$ cat config.mk
export PLATFORM = sky130hd
export DESIGN_NAME = module_als_ascii_sequencer
export DESIGN_NICKNAME = d
export VERILOG_FILES = /design/src/rtl/als_pkg.sv /design/src/rtl/module_bcd2ascii.sv /design/src/rtl/module_als_ascii_sequencer.sv
export SDC_FILE = /design/constraint.sdc
export NUM_CORES = 1
export LEC_CHECK = 0
export CAP_MARGIN = 10
export CORE_UTILIZATION = 56
export DETAILED_ROUTE_END_ITERATION = 8
export PLACE_DENSITY = 0.89
export SLEW_MARGIN = 20
export SYNTH_ARGS = -nofsm -noshare
export SYNTH_HDL_FRONTEND = slang
export SYNTH_HIERARCHICAL = 1
export SYNTH_SLANG_ARGS = --single-unit
$ cat constraint.sdc
create_clock -name clk -period 2.9 [get_ports clk]
set_input_delay 0.58 -clock clk [delete_from_list [all_inputs] [get_ports clk]]
set_output_delay 0.58 -clock clk [all_outputs]
set_load 0.005 [all_outputs]
$ cat src/rtl/als_pkg.sv
// Shared types and constants for the ALS sample to ASCII byte sequencer.
package als_pkg;

  localparam int SAMPLE_W = 8;
  localparam int BCD_W    = 12;

  localparam logic [7:0] ASCII_ZERO = 8'h30;
  localparam logic [7:0] ASCII_CR   = 8'h0D;
  localparam logic [7:0] ASCII_LF   = 8'h0A;

  typedef enum logic [2:0] {
    ST_IDLE,
    ST_CONV,
    ST_SEND_C,
    ST_SEND_D,
    ST_SEND_U,
    ST_SEND_CR,
    ST_SEND_LF,
    ST_DONE
  } state_t;

  function automatic logic is_send(input state_t s);
    return (s == ST_SEND_C) || (s == ST_SEND_D) || (s == ST_SEND_U) ||
           (s == ST_SEND_CR) || (s == ST_SEND_LF);
  endfunction

endpackage

$ cat src/rtl/module_bcd2ascii.sv
// Maps one BCD digit (0..9) onto its ASCII character code.
module module_bcd2ascii
  import als_pkg::*;
(
  input  logic [3:0] bcd_i,
  output logic [7:0] ascii_o
);

  assign ascii_o = ASCII_ZERO | {4'b0000, bcd_i};

endmodule

$ cat src/rtl/module_als_ascii_sequencer.sv
// Converts an 8-bit ALS sample to decimal with sequential double-dabble and
// streams the ASCII digits (plus optional CR LF) over a valid/ready link.
module module_als_ascii_sequencer
  import als_pkg::*;
#(
  parameter bit SEND_CRLF      = 1'b1,
  parameter bit SUPPRESS_ZEROS = 1'b0
) (
  input  logic                clk,
  input  logic                rst_n,
  input  logic                START,
  input  logic [SAMPLE_W-1:0] SAMPLE,
  input  logic                TX_READY,
  output logic [7:0]          tx_data,
  output logic                tx_valid,
  output logic                busy,
  output logic                done
);

  state_t              state_q, state_d, first_st, load_st;
  logic [SAMPLE_W-1:0] bin_q, bin_d, bin_shift;
  logic [BCD_W-1:0]    bcd_q, bcd_d, bcd_adj, bcd_shift;
  logic [2:0]          cnt_q, cnt_d;
  logic [7:0]          tx_data_q, tx_data_d, digit_ascii;
  logic                tx_valid_q, tx_valid_d;
  logic                xfer, load;
  logic [3:0]          nib;

  // Add-3 correction per nibble ahead of each shift
  for (genvar gi = 0; gi < BCD_W / 4; gi++) begin : g_adj
    assign bcd_adj[gi*4 +: 4] = (bcd_q[gi*4 +: 4] >= 4'd5) ? bcd_q[gi*4 +: 4] + 4'd3
                                                           : bcd_q[gi*4 +: 4];
  end

  assign {bcd_shift, bin_shift} = {bcd_adj, bin_q} << 1;
  assign xfer = tx_valid_q & TX_READY;

  always_comb begin
    first_st = ST_SEND_C;
    if (SUPPRESS_ZEROS && (bcd_shift[11:8] == 4'd0)) begin
      first_st = (bcd_shift[7:4] == 4'd0) ? ST_SEND_U : ST_SEND_D;
    end
  end

  always_comb begin
    state_d = state_q;
    bin_d   = bin_q;
    bcd_d   = bcd_q;
    cnt_d   = cnt_q;
    case (state_q)
      ST_IDLE: begin
        if (START) begin
          bin_d   = SAMPLE;
          bcd_d   = '0;
          cnt_d   = 3'd0;
          state_d = ST_CONV;
        end
      end
      ST_CONV: begin
        bin_d = bin_shift;
        bcd_d = bcd_shift;
        cnt_d = cnt_q + 3'd1;
        if (cnt_q == 3'd7) state_d = first_st;
      end
      ST_SEND_C:  if (xfer) state_d = ST_SEND_D;
      ST_SEND_D:  if (xfer) state_d = ST_SEND_U;
      ST_SEND_U:  if (xfer) state_d = SEND_CRLF ? ST_SEND_CR : ST_DONE;
      ST_SEND_CR: if (xfer) state_d = ST_SEND_LF;
      ST_SEND_LF: if (xfer) state_d = ST_DONE;
      default:    state_d = ST_IDLE;
    endcase
  end

  // The byte register is filled on SEND entry, then refilled on each transfer
  always_comb begin
    load    = 1'b0;
    load_st = state_q;
    if (is_send(state_q) && !tx_valid_q) begin
      load = 1'b1;
    end else if (xfer && is_send(state_d)) begin
      load    = 1'b1;
      load_st = state_d;
    end
  end

  assign nib = (load_st == ST_SEND_C) ? bcd_q[11:8] :
               (load_st == ST_SEND_D) ? bcd_q[7:4]  : bcd_q[3:0];

  module_bcd2ascii u_bcd2ascii (
    .bcd_i   (nib),
    .ascii_o (digit_ascii)
  );

  always_comb begin
    tx_valid_d = tx_valid_q;
    tx_data_d  = tx_data_q;
    if (load) begin
      tx_valid_d = 1'b1;
      case (load_st)
        ST_SEND_CR: tx_data_d = ASCII_CR;
        ST_SEND_LF: tx_data_d = ASCII_LF;
        default:    tx_data_d = digit_ascii;
      endcase
    end else if (xfer) begin
      tx_valid_d = 1'b0;
    end
  end

  always_ff @(posedge clk or negedge rst_n) begin
    if (!rst_n) begin
      state_q    <= ST_IDLE;
      bin_q      <= '0;
      bcd_q      <= '0;
      cnt_q      <= 3'd0;
      tx_data_q  <= 8'h00;
      tx_valid_q <= 1'b0;
    end else begin
      state_q    <= state_d;
      bin_q      <= bin_d;
      bcd_q      <= bcd_d;
      cnt_q      <= cnt_d;
      tx_data_q  <= tx_data_d;
      tx_valid_q <= tx_valid_d;
    end
  end

  assign tx_data  = tx_data_q;
  assign tx_valid = tx_valid_q;
  assign busy     = (state_q != ST_IDLE);
  assign done     = (state_q == ST_DONE);

endmodule
==> run metrics <==
peak clock frequency supported by timing approximately 0.41 GHz; proportion of netlist area held by the largest area contributor 43.94%; kind of critical path reg -> out; CP endpoint kind output pin; number of different library cells in the post-synthesis netlist 42; flip-flop cell with the highest count after synthesis dfrtp_1; routability congestion estimate from global placement 0.8238; Register Area 875.8 um^2; Leak 0.9628 nW; area leader, netlist dfrtp_1; result of the run finished, final reports clean; critical path fanouts, max 24; sort of element at the start of the critical path flip-flop; top cells by area in the synthesized netlist dfrtp_1, ha_1, o21ai_0; total overflow reported by the global router 0; wire length of the first global-routing pass just under 6 mm; slew at the pin with the worst max-slew slack 0.6812 ns; mapped cell area 0.001993 mm^2; IO Pins 23; Initial Util 59.26%; wire length per cell roughly 14 um; Filler cells 282; CP arrival 1.87 ns; number of pins with negative max-slew slack in the final report 0; EDFF count, synth 0; synthesized flop and latch total 35; data required time of the critical path between 2 and 2.5 ns; cells along the critical path or3_1 -> clkdlybuf4s50_1; clock sink total 35; overall via count from detail_route roughly 1.5k; # Post-CTS Setup Buffers 0; Layout Utilization 67.45%; setup-violating endpoint count in the final report 0; post-layout min period ~2.4 ns; estimated wirelength of the detail-placed design 2.524 mm; maximum ir drop on the vdd rail 615.2 uV; worst max-slew margin expressed relative to the limit 54.39%; MaxCap Viol Count 0; Clock Tree Buf Depth 2; CTS tree done; first-iteration detailed-routing DRC count 124; number of hold violations in the final report 0; clock transition at the registers of the reported paths 0.11 ns; Clock Skews around 0.014 ns; Final Cycle Share 84.42%; die area 0.003802 mm^2; CTS Root Buffer Type clkbuf_4; maximum number of pins on one net before global-route repair 36; growth of design area from synthesis to finish 13.81%; sequential share of the synthesized area 43.94%; setup TNS after final layout 0 ns; core outline area around 0.0034 mm^2; maximum level of the CTS H-tree 2; number of placement rows 21; All-Layer GR Usage ~22%; synthesized area divided by synthesized cell count 9.819 um^2; NumNets Final 238; critical path's slowest cell dfrtp_1; footprint of the multi-input gates slightly below 0.001 mm^2; antenna diode count 0; Skew-Pair Late Insertion Delay 0.33 ns; die height 61.66 um; kind of path behind the tightest hold check reg -> reg; residual antenna-violating net count after detailed routing 0; count of unresolved DRC violations after routing 0; vias in the first global route roughly 1.3k; setup repair after global routing missed its margin false; CP max stage delay ~0.64 ns; Power Density 1024 mW/mm^2; cell family contributing the most delay on the critical path flip-flops; fraction of final layout cells sized beyond drive strength 1 approximately 7.3%; Syn. warnings 6; antenna violations before repair 0; final WL 3.686 mm; width of the die 61.66 um; most frequent cell after synthesis dfrtp_1; post-cts gate resize count 0; synthesized instance count 203; Commonest cells post-synth dfrtp_1, nand2_1, o21ai_0; CP bufs+invs 1; Post-CTS Hold Fix Bufs 0; via count normalized by instance count 5.675; total clock buffers created by CTS 5; first-pass iteration count of the detailed router 4; count of port buffers added during placement 22; Async SR Flop Fraction 100.0%
path summary, 6_finish.rpt:
kind | from | slack, ns | depth (start not counted) | endpoint
max in group asynchronous | rst_n | 1.93 | 2 | bcd_q[10]$_DFFE_PN0P_
hold reg to reg | bin_q[5]$_DFFE_PN0P_ | 0.49 | 2 | bin_q[6]$_DFFE_PN0P_
hold / removal | bin_q[5]$_DFFE_PN0P_ | 0.49 | 2 | bin_q[6]$_DFFE_PN0P_
min in group asynchronous | rst_n | 0.65 | 2 | tx_data[4]$_DFFE_PN0P_
setup / recovery | state_q[2]$_DFF_PN0_ | 0.45 | 2 | busy
setup reg to reg | state_q[1]$_DFF_PN0_ | 0.74 | 5 | tx_data[1]$_DFFE_PN0P_
routing by layer:
layer / up-vias / routed length, um / global-route usage, %
met1: 721 / 1763 / 28.07
met3: 5 / 115 / 5.672
met2: 30 / 1778 / 35.02
li1: 748 / - / -
met5: - / 0 / 0
met4: 0 / 29 / 6.984
cell type report:
type | instances | area share (%)
timing repair buffer | 26 | 11.03
multi-input combinational | 142 | 42.91
sequential | 35 | 38.61
inverter | 8 | 1.324
clock buffer | 5 | 1.655
tap | 46 | 2.537
clock inverter | 3 | 1.930
registers in the layout (all words and copies together), names as in the netlist:
| name | count |
|---|---|
| bcd_q | 12 |
| state_q | 3 |
| bin_q | 8 |
| tx_valid | 1 |
| cnt_q | 3 |
| tx_data | 8 |
cells in the final DEF (no fill, tap or decap), types with 5 or more instances in the layout:
master           Yosys  layout
clkdlybuf4s50_1      0      22
inv_1                8       8
o21ai_0             20      20
ha_1                 8       8
dfrtp_1             35      35
nand2_1             23      23
a221o_1              5       5
a21oi_1              7       7
nor3b_1              5       5
a22o_1               6       6
mux2i_1              9       9
clkbuf_4             0       5
nor2_1               5       5
per-stage QoR:
step	std cells	power, mW	worst slack (ns)	cell area (um^2)	hold slack [ns]
after global placement	257	1.927	0.3676	2187	0.4579
after global routing	265	2.514	0.3128	2268	0.5241
after CTS	265	2.333	0.4258	2268	0.4953
after floorplan	205	1.687	0.8623	2001	0.2844
final	265	2.323	0.4518	2268	0.4912
after detailed placement	257	1.981	0.3216	2187	0.4649
cells by family (layout without fill, tap and decap cells):
kind of cell	Yosys count	count (layout)	synth area share [%]
compound gates	58	58	20.03
simple gates	55	55	14.75
flops	35	35	43.94
buf+inv	28	42	7.595
mux	11	11	5.650
fa+ha+maj	8	8	5.022
xor+xnor	6	6	2.637
other cells	2	4	0.3768
power breakdown:
| part | switching [mW] | internal, mW |
|---|---|---|
| combinational | 0.549 | 0.538 |
| sequential | 0.195 | 0.690 |
| clock | 0.169 | 0.182 |
worst reg2reg max path, cell delays in order (launching register included):
cell	delay, ns
dfrtp_1	0.59
and4b_1	0.42
a22oi_1	0.11
or2_1	0.28
a221o_1	0.35
a221o_1	0.31
No activity file was read; power rests on OpenSTA's default activity.
